**src/rtl/dual_port_ram_rd_arb_if.sv**
```systemverilog
// dual_port_ram_rd_arb_if: two-client read request/response bus plus the RAM read-port signals.
// slave is the arbiter side; master is the clients-and-RAM side.
interface dual_port_ram_rd_arb_if #(
   parameter int DATA_WIDTH = 8,
   parameter int ADDR_WIDTH = 5
);
   logic                  req0_valid;
   logic [ADDR_WIDTH-1:0] req0_addr;
   logic                  req0_ready;
   logic                  resp0_valid;
   logic [DATA_WIDTH-1:0] resp0_data;
   logic                  req1_valid;
   logic [ADDR_WIDTH-1:0] req1_addr;
   logic                  req1_ready;
   logic                  resp1_valid;
   logic [DATA_WIDTH-1:0] resp1_data;
   logic [ADDR_WIDTH-1:0] ram_rd_addr;
   logic                  ram_rd;
   logic                  ram_output_reg_en;
   logic [DATA_WIDTH-1:0] ram_rd_data;
   modport slave (
      input  req0_valid, req0_addr, req1_valid, req1_addr, ram_rd_data,
      output req0_ready, resp0_valid, resp0_data, req1_ready, resp1_valid, resp1_data,
             ram_rd_addr, ram_rd, ram_output_reg_en
   );
   modport master (
      output req0_valid, req0_addr, req1_valid, req1_addr, ram_rd_data,
      input  req0_ready, resp0_valid, resp0_data, req1_ready, resp1_valid, resp1_data,
             ram_rd_addr, ram_rd, ram_output_reg_en
   );
endinterface

```
**src/rtl/dual_port_ram_rd_arb.sv**
```systemverilog
// dual_port_ram_rd_arb: two-client read arbiter for one dual_port_ram read port, tag pipeline steers data back.
// Define RAM_ARB_RR_EN for round-robin on contention; otherwise client 0 has fixed priority.
module dual_port_ram_rd_arb #(
   parameter int DATA_WIDTH        = 8,
   parameter int ADDR_WIDTH        = 5,
   parameter int REGISTERED_OUTPUT = 1
) (
   input logic                   i_clk,
   input logic                   i_rst,
   dual_port_ram_rd_arb_if.slave s_bus
);
   localparam int LAT = 1 + REGISTERED_OUTPUT;
   logic                  w_g0, w_g1, w_acc;
   logic [ADDR_WIDTH-1:0] w_addr;
   logic [DATA_WIDTH-1:0] w_data;
   logic [LAT-1:0]        r_vld, r_id;
`ifdef RAM_ARB_RR_EN
   logic r_last_grant;
   always_ff @(posedge i_clk)
      if (i_rst) r_last_grant <= 1'b1;
      else if (w_acc) r_last_grant <= w_g1;
   assign w_g0 = ~i_rst & s_bus.req0_valid & (~s_bus.req1_valid | r_last_grant);
   assign w_g1 = ~i_rst & s_bus.req1_valid & (~s_bus.req0_valid | ~r_last_grant);
`else
   assign w_g0 = ~i_rst & s_bus.req0_valid;
   assign w_g1 = ~i_rst & s_bus.req1_valid & ~s_bus.req0_valid;
`endif
   assign w_acc  = w_g0 | w_g1;
   assign w_addr = w_g0 ? s_bus.req0_addr : w_g1 ? s_bus.req1_addr : '0;
   assign w_data = s_bus.ram_rd_data;
   // Stage 0 takes this cycle's grant; the top stage lines up with the RAM's data.
   always_ff @(posedge i_clk)
      if (i_rst) begin
         r_vld <= '0;
         r_id  <= '0;
      end else begin
         r_vld <= LAT'({r_vld, w_acc});
         r_id  <= LAT'({r_id, w_g1});
      end
   assign s_bus.req0_ready        = w_g0;
   assign s_bus.req1_ready        = w_g1;
   assign s_bus.ram_rd            = s_bus.req0_valid | s_bus.req1_valid;
   assign s_bus.ram_rd_addr       = w_addr;
   assign s_bus.ram_output_reg_en = 1'b1;
   assign s_bus.resp0_valid       = ~i_rst & r_vld[LAT-1] & ~r_id[LAT-1];
   assign s_bus.resp1_valid       = ~i_rst & r_vld[LAT-1] & r_id[LAT-1];
   assign s_bus.resp0_data        = w_data;
   assign s_bus.resp1_data        = w_data;
endmodule

```
**src/flat_wrapper.sv**
```systemverilog
// flat-port wrapper written by rule: the top's interface ports become plain ports
module dual_port_ram_rd_arb_flat 
#(
   parameter int DATA_WIDTH        = 8,
   parameter int ADDR_WIDTH        = 5,
   parameter int REGISTERED_OUTPUT = 1
)
  (i_clk, i_rst, s_bus_req0_valid, s_bus_req0_addr, s_bus_req1_valid, s_bus_req1_addr, s_bus_ram_rd_data, s_bus_req0_ready, s_bus_resp0_valid, s_bus_resp0_data, s_bus_req1_ready, s_bus_resp1_valid, s_bus_resp1_data, s_bus_ram_rd_addr, s_bus_ram_rd, s_bus_ram_output_reg_en);
  dual_port_ram_rd_arb_if #(.DATA_WIDTH(DATA_WIDTH), .ADDR_WIDTH(ADDR_WIDTH)) s_bus_i ();
  input logic i_clk;
  input logic i_rst;
  input wire logic [$bits(s_bus_i.req0_valid)-1:0] s_bus_req0_valid;
  input wire logic [$bits(s_bus_i.req0_addr)-1:0] s_bus_req0_addr;
  input wire logic [$bits(s_bus_i.req1_valid)-1:0] s_bus_req1_valid;
  input wire logic [$bits(s_bus_i.req1_addr)-1:0] s_bus_req1_addr;
  input wire logic [$bits(s_bus_i.ram_rd_data)-1:0] s_bus_ram_rd_data;
  output wire logic [$bits(s_bus_i.req0_ready)-1:0] s_bus_req0_ready;
  output wire logic [$bits(s_bus_i.resp0_valid)-1:0] s_bus_resp0_valid;
  output wire logic [$bits(s_bus_i.resp0_data)-1:0] s_bus_resp0_data;
  output wire logic [$bits(s_bus_i.req1_ready)-1:0] s_bus_req1_ready;
  output wire logic [$bits(s_bus_i.resp1_valid)-1:0] s_bus_resp1_valid;
  output wire logic [$bits(s_bus_i.resp1_data)-1:0] s_bus_resp1_data;
  output wire logic [$bits(s_bus_i.ram_rd_addr)-1:0] s_bus_ram_rd_addr;
  output wire logic [$bits(s_bus_i.ram_rd)-1:0] s_bus_ram_rd;
  output wire logic [$bits(s_bus_i.ram_output_reg_en)-1:0] s_bus_ram_output_reg_en;
  assign s_bus_i.req0_valid = s_bus_req0_valid;
  assign s_bus_i.req0_addr = s_bus_req0_addr;
  assign s_bus_i.req1_valid = s_bus_req1_valid;
  assign s_bus_i.req1_addr = s_bus_req1_addr;
  assign s_bus_i.ram_rd_data = s_bus_ram_rd_data;
  assign s_bus_req0_ready = s_bus_i.req0_ready;
  assign s_bus_resp0_valid = s_bus_i.resp0_valid;
  assign s_bus_resp0_data = s_bus_i.resp0_data;
  assign s_bus_req1_ready = s_bus_i.req1_ready;
  assign s_bus_resp1_valid = s_bus_i.resp1_valid;
  assign s_bus_resp1_data = s_bus_i.resp1_data;
  assign s_bus_ram_rd_addr = s_bus_i.ram_rd_addr;
  assign s_bus_ram_rd = s_bus_i.ram_rd;
  assign s_bus_ram_output_reg_en = s_bus_i.ram_output_reg_en;
  dual_port_ram_rd_arb #(.DATA_WIDTH(DATA_WIDTH), .ADDR_WIDTH(ADDR_WIDTH), .REGISTERED_OUTPUT(REGISTERED_OUTPUT)) u_core (.i_clk(i_clk), .i_rst(i_rst), .s_bus(s_bus_i));
endmodule
```
**config.mk**
```make
export PLATFORM = sky130hd
export DESIGN_NAME = dual_port_ram_rd_arb_flat
export DESIGN_NICKNAME = d
export VERILOG_FILES = /design/src/rtl/dual_port_ram_rd_arb_if.sv /design/src/rtl/dual_port_ram_rd_arb.sv /design/src/flat_wrapper.sv
export SDC_FILE = /design/constraint.sdc
export NUM_CORES = 1
export LEC_CHECK = 0
export ABC_CLOCK_PERIOD_IN_PS = 1100
export BUFFER_PORTS_ARGS = -buffer_cell sky130_fd_sc_hd__buf_2
export CAP_MARGIN = 20
export CORE_AREA = 2 2 39 41
export DETAILED_ROUTE_END_ITERATION = 8
export DIE_AREA = 0 0 41 43
export PLACE_DENSITY = 0.71
export SLEW_MARGIN = 20
export SYNTH_ARGS = -nofsm -noshare
export SYNTH_HDL_FRONTEND = slang
export SYNTH_SLANG_ARGS = --single-unit
export TNS_END_PERCENT = 1
```
**constraint.sdc**
```tcl
create_clock -name i_clk -period 1.1 [get_ports i_clk]
set_clock_uncertainty 0.05 [all_clocks]
set_input_delay 0.22 -clock i_clk [delete_from_list [all_inputs] [get_ports i_clk]]
set_output_delay 0.22 -clock i_clk [all_outputs]
set_load 0.05 [all_outputs]
```
==> impl_metrics.csv, run 1 <==
group,metric,value,unit
run_status,status,"complete, but fails checks",
run_status,violations,"setup timing",
pwr,ir_drop,0.466,mV
global_routing,grt_pass1_vias,251,
synth,synth_ff_type,"dfxtp_1",
clock_tree,post_cts_buffers,0,
clock_tree,cts_tree,"built",
timing,hold-worst-slack,0.245,ns
setup_path,path_class,"reg -> out",
floorplanning,io_pins,49,
global_routing,grt_max_degree,9,
detailed_routing,dr_total_vias,281,
setup_path,r2r_end,"u_core.r_vld[1]",
synth,synth_fp_nets,60,
floorplanning,start_util,24.9,%
synth,synth_top_area_share,37.1,%
setup_path,start_kind,"flip-flop",
floorplanning,die-area,1760,um2
timing,setup_ws,-0.0852,ns
synth,ys_seq_area_share,23.3,%
clock_tree,clkLatencyLatePin,0.24,ns
place,portBuffers,23,
setup_path,cp-end-kind,"output pin",
setup_path,critPathMaxStageDelay,0.34,ns
timing,min_period,1.19,ns
place,gp_congestion,0.636,
timing,fin_crit_sh,108,%
floorplanning,die_h,43,um
detailed_routing,drtIter0Drc,1,
synth,synth_cell_type_count,13,
pwr,p_leak,0.249,nW
setup_path,crit_slowest_cell,"dfxtp_2",
setup_path,r2r_slack,0.55,ns
layout,finalInstanceArea,477,um2
floorplanning,core,1380,um2
global_routing,track_usage,9.54,%
floorplanning,fp.dieW,41,um
clock_tree,htree_levels,1,
detailed_routing,ant_nets,0,
setup_path,required,0.83,ns
synth,synth_edf_count,0,
floorplanning,rows,14,
synth,syn_area,344,um2
layout,drive_gt1_share,83.0,%
setup_path,worstPathMaxFanout,2,
layout,antenna_cells,0,
synth,yosysTopAreaCell,"buf_4",
synth,synth.most_common_cell,"buf_4",
worst_hold_path,hp-class,"in -> reg",
timing,fmax,0.844,GHz
timing,slew_violations,0,
synth,ys_top_cells_by_count,"buf_4, a32o_1, dfxtp_1, and2_1, nor2b_1",
setup_path,rr_worst_depth,1,
synth,ys_ff_latch,4,
clock_tree,clock-sinks,4,
setup_path,timing.rr.start,"u_core.r_vld[0]",
timing,rsz0062_at_grt,"true",
synth,syn_inst,38,
flow_run,drv_cap,0,
synth,async_flop_share,0,%
clock_tree,cts_max_path_buffers,2,
layout,area_growth,38.5,%
timing,setup_viol,7,
timing,finalHoldViolations,0,
global_routing,overflow,0,
clock_tree,cts_buffers,3,
synth,synth_area_leaders,"buf_4, dfxtp_1, a32o_1",
global_routing,antenna_found_initial,0,
clock_tree,root_buffer,"clkbuf_4",
setup_path,critPathArrivalTime,0.92,ns
synth,avgSynthCellArea,9.05,um2
pwr,cellPowerDensity,1120,nW/um2
clock_tree,clkSlewWorstSetupHoldPaths,0.04,ns
detailed_routing,drc,0,
layout,post-route-util,34.4,%
setup_path,worstSetupEndpoint,"s_bus_resp1_valid",
place,place.detailed.hpwl,532,um
global_routing,grt_pass1_wl,1070,um
layout,fin_nets,71,
detailed_routing,wl_per_cell,11.4,um
detailed_routing,wirelength,718,um
detailed_routing,via_per_inst,4.46,
place,placed_area,365,um2
setup_path,worstSetupStartpoint,"u_core.r_id[1]",
detailed_routing,first_pass_iters,3,
setup_path,path_cells,"and3b_2 > buf_8",
synth,yosys_warnings,0,
-- cells by family after synthesis --
group | Yosys count | share of synthesized area (%)
AOI/OAI and AO/OA | 5 | 14.5
DFF | 4 | 23.3
buffers and inverters | 18 | 40.4
other | 1 | 1.09
and+or+nand+nor | 10 | 20.7
-- through the flow --
step                      total power [W]  setup WS [ns]  cells  TNS (ns)
after floorplan                  0.000425        -0.0207     38   -0.0867
after global placement           0.000312         -0.186     60     -1.39
after detailed placement         0.000313         -0.198     60     -1.50
after CTS                        0.000540        -0.0957     63    -0.236
after global routing             0.000562         -0.148     63    -0.459
final                            0.000534        -0.0852     63    -0.198
-- worst max-delay path: cells and delay by family, from the launching register on --
family / cells / cell delay, ns
buffers and inverters: 1 / 0.14
flip-flops: 1 / 0.34
AND/OR/NAND/NOR: 1 / 0.19
-- where the power goes --
part / switching (W) / total [W] / leakage (nW) / internal, W
Sequential: 0.00000214 / 0.000155 / 0.0338 / 0.000153
Clock: 0.0000671 / 0.000190 / 0.0138 / 0.000123
Combinational: 0.000109 / 0.000189 / 0.201 / 0.0000796
Total: 0.000179 / 0.000534 / 0.249 / 0.000355
-- routing by layer --
metal / up-vias / GRT usage, % / part of all wire [%] / routed length [um]
met4: 0 / 8.67 / 4.7 / 34
met1: 121 / 9.00 / 35 / 248
li1: 129 / - / - / -
met2: 24 / 12.5 / 43 / 310
met5: - / 0 / 0 / 0
met3: 7 / 7.33 / 17 / 123
-- sequential cells by signal, summed over array words and instances, names as in the netlist --
register	count
u_core.r_vld	2
u_core.r_id	2
-- how the worst min path moves through the flow --
stage,startpoint,depth (start not counted),endpoint
finish,s_bus_req1_valid,2,u_core.r_id[0]
global route,s_bus_req1_valid,2,u_core.r_id[0]
CTS,s_bus_req1_valid,2,u_core.r_id[0]
detailed placement,u_core.r_id[0],1,u_core.r_id[1]
global placement,u_core.r_vld[0],1,u_core.r_vld[1]
floorplan,i_rst,1,u_core.r_id[1]
-- placed cells by master, fill, tap and decap left out --
| cell type | Yosys | routed |
|---|---|---|
| buf_4 | 17 | 1 |
| and2_1 | 2 | 2 |
| buf_2 | 0 | 12 |
| conb_1 | 1 | 1 |
| nor3b_4 | 0 | 1 |
| and2b_1 | 1 | 1 |
| dfxtp_2 | 0 | 2 |
| nor2b_4 | 0 | 1 |
| nor2_4 | 0 | 1 |
| buf_8 | 0 | 2 |
| buf_6 | 1 | 9 |
| and3b_2 | 1 | 1 |
| dfxtp_1 | 4 | 2 |
| a32o_2 | 0 | 5 |
| nor2b_1 | 2 | 2 |
| or2_2 | 1 | 1 |
| clkbuf_4 | 0 | 3 |
-- area by class of cell --
type                       count  area [um2]
clock buffer                   3        22.5
fill                         133         907
multi-input combinational     16         153
sequential                     4        82.6
tap                           16        20.0
timing repair buffer          24         199
-- what timing repair did --
| item | in CTS | in global routing |
|---|---|---|
| pin swaps | 3 | 1 |
| resized for setup | 26 | 2 |
| endpoints found under the setup margin | 10 | 9 |
| hold buffers | 0 | 0 |
(Power assumes the default switching activity.)
==> run 2: changes to the inputs <==
--- a/config.mk
+++ b/config.mk
@@ -11,7 +11,9 @@
 export CORE_AREA = 2 2 39 41
 export DETAILED_ROUTE_END_ITERATION = 8
 export DIE_AREA = 0 0 41 43
+export HOLD_SLACK_MARGIN = 0.03
 export PLACE_DENSITY = 0.71
+export RECOVER_POWER = 100
 export SLEW_MARGIN = 20
 export SYNTH_ARGS = -nofsm -noshare
 export SYNTH_HDL_FRONTEND = slang
==> impl_metrics.csv, run 2 (synthesis results as in run 1) <==
group,metric,value,unit
timing,slew_violations,0,
worst_hold_path,holdPathEnd,"u_core.r_id[1]",
floorplanning,die_h,43,um
layout,final_cell_mix,"buf_2, buf_6, a32o_2, clkbuf_4",
clock_tree,cts_max_path_buffers,2,
place,portBuffers,23,
run_status,violations,"setup timing",
timing,min_period,1.19,ns
timing,fin_tns_setup,-0.280,ns
clock_tree,clkSlewWorstSetupHoldPaths,0.04,ns
clock_tree,clock-sinks,4,
detailed_routing,dr_total_vias,281,
place,gp_congestion,0.636,
setup_path,required,0.83,ns
floorplanning,fp.dieW,41,um
detailed_routing,drtIter0Drc,1,
global_routing,overflow,0,
clock_tree,cts_tree,"built",
global_routing,grt_pass1_wl,1070,um
worst_hold_path,hp-start,"i_rst",
global_routing,grt_pass1_vias,251,
setup_path,start_kind,"flip-flop",
layout,fillers,134,
setup_path,cp-end-kind,"output pin",
layout,drive_gt1_share,80.9,%
pwr,ir_drop,0.453,mV
clock_tree,clkLatencyLatePin,0.24,ns
setup_path,critPathArrivalTime,0.92,ns
detailed_routing,drc,0,
timing,fin_crit_sh,108,%
timing,finalHoldViolations,0,
layout,area_growth,38.2,%
flow_run,drv_cap,0,
global_routing,grt_max_degree,9,
detailed_routing,wirelength,719,um
run_status,status,"complete, but fails checks",
clock_tree,cts_buffers,3,
setup_path,r2r_end,"u_core.r_vld[1]",
global_routing,track_usage,9.54,%
layout,antenna_cells,0,
floorplanning,die-area,1760,um2
place,place.detailed.hpwl,532,um
layout,fin_nets,71,
setup_path,worstPathMaxFanout,2,
clock_tree,htree_levels,1,
place,dp_cells,60,
timing,setup_viol,8,
floorplanning,start_util,24.9,%
timing,setup_ws,-0.0852,ns
setup_path,rr_worst_depth,1,
setup_path,r2r_slack,0.55,ns
layout,final_common_cell,"buf_2",
layout,post-route-util,34.4,%
layout,multi_input_area,153,um2
setup_path,path_class,"reg -> out",
layout,reg.largest.list,"u_core.r_id x2, u_core.r_vld x2",
detailed_routing,first_pass_iters,3,
setup_path,timing.rr.start,"u_core.r_vld[0]",
timing,hold-worst-slack,0.245,ns
detailed_routing,wl_per_cell,11.4,um
detailed_routing,via_per_inst,4.46,
pwr,power.total,0.000533,W
layout,seqCellArea,82.6,um2
floorplanning,core,1380,um2
timing,fmax,0.844,GHz
pwr,cellPowerDensity,1120,nW/um2
global_routing,antenna_found_initial,0,
layout,finalNonFillerCells,63,
clock_tree,root_buffer,"clkbuf_4",
worst_hold_path,hp-class,"in -> reg",
timing,rsz0062_at_grt,"true",
floorplanning,io_pins,49,
detailed_routing,ant_nets,0,
worst_hold_path,min_path_cells,3,
floorplanning,rows,14,
pwr,p_leak,0.246,nW
clock_tree,post_cts_buffers,0,
run 2: worst max-delay path by stage:
| stage | startpoint | endpoint | slack (ns) | depth (start not counted) |
|---|---|---|---|---|
| 2_1_floorplan | s_bus_req0_valid | s_bus_req1_ready | -0.02 | 2 |
| 3_3_place_gp | s_bus_req0_valid | s_bus_ram_rd_addr[0] | -0.19 | 4 |
| 3_5_place_dp | s_bus_req0_valid | s_bus_ram_rd_addr[0] | -0.20 | 4 |
| 4_1_cts | u_core.r_id[1] | s_bus_resp1_valid | -0.1 | 2 |
| 5_1_grt | u_core.r_id[1] | s_bus_resp0_valid | -0.15 | 2 |
| 6_report | u_core.r_id[1] | s_bus_resp1_valid | -0.09 | 2 |
run 2: area by class of cell:
cell class / instances / area share, %
multi-input combinational: 16 / 32.1
timing repair buffer: 24 / 41.6
clock buffer: 3 / 4.74
sequential: 4 / 17.4
tap: 16 / 4.21
run 2: repair_timing:
item / in CTS / in global routing
hold buffers: 0 / 0
endpoints found under the setup margin: 10 / 9
gates resized for setup: 26 / 2
pin swaps: 3 / 1
run 2: worst max-delay path, cell delays in order (launching register included):
cell     delay [ns]
dfxtp_2        0.34
and3b_2        0.19
buf_8          0.14
run 2: routing by layer:
layer	global-route usage [%]	up-vias	part of all wire, %
li1	-	129	-
met1	9.00	121	34
met2	12.5	24	43
met3	7.33	7	18
met4	8.67	0	4.7
met5	0	-	0
run 2: per-stage QoR:
step	setup slack, ns	instance area, um2
2_1_floorplan	-0.0207	362
3_3_place_gp	-0.186	365
3_5_place_dp	-0.198	365
4_1_cts	-0.0957	472
5_1_grt	-0.148	475
6_report	-0.0852	475
run 2: power breakdown:
| group | total (W) | internal (W) | switching (W) |
|---|---|---|---|
| clock network | 0.000190 | 0.000123 | 0.0000671 |
| logic | 0.000188 | 0.0000789 | 0.000110 |
| registers | 0.000155 | 0.000153 | 0.00000214 |
==> run 3: changes to the inputs <==
--- a/config.mk
+++ b/config.mk
@@ -5,6 +5,7 @@
 export SDC_FILE = /design/constraint.sdc
 export NUM_CORES = 1
 export LEC_CHECK = 0
+export ABC_AREA = 1
 export ABC_CLOCK_PERIOD_IN_PS = 1100
 export BUFFER_PORTS_ARGS = -buffer_cell sky130_fd_sc_hd__buf_2
 export CAP_MARGIN = 20
@@ -14,6 +15,7 @@
 export HOLD_SLACK_MARGIN = 0.03
 export PLACE_DENSITY = 0.71
 export RECOVER_POWER = 100
+export REMOVE_ABC_BUFFERS = 1
 export SLEW_MARGIN = 20
 export SYNTH_ARGS = -nofsm -noshare
 export SYNTH_HDL_FRONTEND = slang
==> impl_metrics.csv, run 3 <==
group,metric,value,unit
clock_tree,cts_tree,"built",
layout,fin_nets,89,
run_status,status,"complete, but fails checks",
synth,async_flop_share,0,%
synth,syn_inst,53,
worst_hold_path,hp-class,"in -> reg",
place,place.detailed.hpwl,670,um
setup_path,rr_worst_depth,2,
clock_tree,cts_buffers,3,
detailed_routing,wl_per_cell,10.3,um
setup_path,path_cells,"nand2_1 > nor2_1 > buf_4",
layout,drive_gt1_share,50.8,%
synth,ys_ff_latch,4,
synth,yosys_warnings,0,
synth,synth_area_leaders,"buf_4, dfxtp_1, nand2_1",
detailed_routing,drc,0,
layout,post-route-util,32.7,%
floorplanning,rows,14,
timing,finalHoldViolations,0,
setup_path,timing.rr.start,"u_core.r_vld[0]",
synth,synth_top_area_share,36.3,%
clock_tree,htree_levels,1,
timing,fmax,0.860,GHz
setup_path,r2r_slack,0.60,ns
timing,slew_violations,0,
layout,final_cell_mix,"buf_2, nand2_1, buf_4, nand4_1, buf_6",
place,gp_congestion,0.603,
run_status,violations,"setup timing",
layout,final_common_cell,"buf_2",
pwr,swShare,35.1,%
clock_tree,post_cts_buffers,0,
setup_path,worstSetupStartpoint,"u_core.r_vld[1]",
setup_path,required,0.83,ns
pwr,seq_power_share,29.5,%
pwr,ir_drop,0.473,mV
synth,ys_seq_area_share,22.8,%
pwr,clkPwrFrac,35.9,%
setup_path,worstPathMaxFanout,2,
timing,fin_crit_sh,106,%
synth,synth_edf_count,0,
detailed_routing,wirelength,831,um
clock_tree,clkSlewWorstSetupHoldPaths,0.04,ns
pwr,combPwrFrac,34.6,%
global_routing,antenna_found_initial,0,
pwr,switchingPower,0.000183,W
detailed_routing,first_pass_iters,2,
timing,setup_ws,-0.0628,ns
setup_path,cp-end-kind,"output pin",
pwr,p_int,0.000339,W
synth,synth_ff_type,"dfxtp_1",
pwr,power.total,0.000522,W
pwr,p_leak,0.251,nW
clock_tree,clock-sinks,4,
synth,synth_compound_gate_area_share,1.42,%
detailed_routing,ant_nets,0,
layout,antenna_cells,0,
timing,rsz0062_at_grt,"true",
synth,synth_cell_type_count,11,
setup_path,cp_num_cells,3,
clock_tree,clkLatencyLatePin,0.24,ns
clock_tree,cts_hold_buffers,0,
synth,synth_fa_ha_area_share,0,%
layout,fillers,144,
floorplanning,io_pins,49,
synth,synthSimpleGateAreaFrac,32.0,%
floorplanning,core,1380,um2
timing,fin_tns_setup,-0.119,ns
global_routing,grt_max_degree,8,
flow_run,drv_cap,0,
setup_path,critPathMaxStageDelay,0.30,ns
setup_path,path_delay_family,"flip-flops",
synth,synth-xor-area-share,0,%
place,portBuffers,23,
detailed_routing,dr_total_vias,352,
synth,avgSynthCellArea,6.63,um2
timing,min_period,1.16,ns
synth,synth.most_common_cell,"buf_4",
global_routing,overflow,0,
floorplanning,die_h,43,um
pwr,cellPowerDensity,1150,nW/um2
floorplanning,fp.dieW,41,um
global_routing,track_usage,12.8,%
floorplanning,start_util,25.4,%
setup_path,start_kind,"flip-flop",
setup_path,r2r_end,"u_core.r_vld[1]",
setup_path,path_class,"reg -> out",
setup_path,critPathBufInv,1,
timing,setup_viol,2,
layout,reg.largest.list,"u_core.r_id x2, u_core.r_vld x2",
setup_path,crit_slowest_cell,"dfxtp_1",
global_routing,grt_pass1_vias,312,
synth,ys_top_cells_by_count,"buf_4, nand2_1, nand4_1",
floorplanning,die-area,1760,um2
layout,area_growth,28.8,%
synth,yosysTopAreaCell,"buf_4",
clock_tree,root_buffer,"clkbuf_4",
setup_path,critPathArrivalTime,0.89,ns
synth,synth_top_family_by_area,"buffers and inverters",
clock_tree,cts_max_path_buffers,2,
detailed_routing,drtIter0Drc,1,
setup_path,worstSetupEndpoint,"s_bus_resp0_valid",
detailed_routing,via_per_inst,4.35,
synth,syn_area,352,um2
global_routing,grt_pass1_wl,1360,um
synth,synth.area.mux_share,0,%
run 3: cell types whose count changed after synthesis, sizes merged, moves of 2 or more:
cell,change
nor3,+2
nand4,+5
and2,-2
a32o,-5
nor2b,-3
inv,+6
nor2,+4
nand2,+12
run 3: worst reg2reg max path: cells and delay by family, from the launching register on:
family	cells	cell delay, ns
DFF	1	0.29
and+or+nand+nor	1	0.03
buffers and inverters	1	0.04
run 3: cell type report:
class	instances	area, um2	share of cell area [%]
timing repair buffer	26	181	40.1
multi-input combinational	26	124	27.3
sequential	4	80.1	17.7
inverter	6	25.0	5.52
tap	16	20.0	4.42
clock buffer	3	22.5	4.97
run 3: cells by family (layout without fill, tap and decap cells):
| group | count (synthesis) | count (layout) |
|---|---|---|
| buffers and inverters | 23 | 35 |
| AND/OR/NAND/NOR | 24 | 24 |
| other | 1 | 1 |
| AO/OA/AOI/OAI | 1 | 1 |
| flip-flops | 4 | 4 |
run 3: power groups by stage:
stage	Sequential [W]	Clock [W]	Combinational [W]
final	0.000154	0.000187	0.000180
after global routing	0.000155	0.000212	0.000193
after CTS	0.000154	0.000195	0.000178
after detailed placement	0.000157	0	0.000160
after global placement	0.000156	0	0.000158
after floorplan	0.000156	0	0.000101
run 3: how the worst min path moves through the flow:
stage                 endpoint  slack (ns)  cells after the start        startpoint
3_5_place_dp    u_core.r_id[1]        0.34                      2    u_core.r_id[0]
4_1_cts         u_core.r_id[0]        0.13                      2  s_bus_req0_valid
6_report        u_core.r_id[0]        0.14                      2  s_bus_req0_valid
3_3_place_gp   u_core.r_vld[1]        0.34                      2   u_core.r_vld[0]
2_1_floorplan  u_core.r_vld[0]        0.24                      1             i_rst
5_1_grt         u_core.r_id[0]        0.13                      2  s_bus_req0_valid
run 3: through the flow:
| stage | setup slack [ns] | hold slack, ns | area (um2) | cells |
|---|---|---|---|---|
| final | -0.0628 | 0.141 | 453 | 81 |
| after global routing | -0.114 | 0.126 | 453 | 81 |
| after CTS | -0.0806 | 0.135 | 444 | 81 |
| after detailed placement | -0.0941 | 0.343 | 382 | 78 |
| after global placement | -0.0702 | 0.340 | 382 | 78 |
| after floorplan | -0.487 | 0.239 | 224 | 36 |
run 3: layer usage:
| layer | routed length (um) | part of all wire, % | track usage, % | vias to the layer above |
|---|---|---|---|---|
| li1 | - | - | - | 172 |
| met1 | 283 | 34 | 11.3 | 143 |
| met2 | 367 | 44 | 11.9 | 35 |
| met3 | 158 | 19 | 18.8 | 2 |
| met4 | 22 | 2.6 | 12.0 | 0 |
| met5 | 0 | 0 | 0 | - |
run 3: repair_timing:
| item | 4_1_cts | 5_1_grt |
|---|---|---|
| gates resized for setup | 14 | 3 |
| setup endpoints to repair | 9 | 9 |
| pin swaps | 0 | 3 |
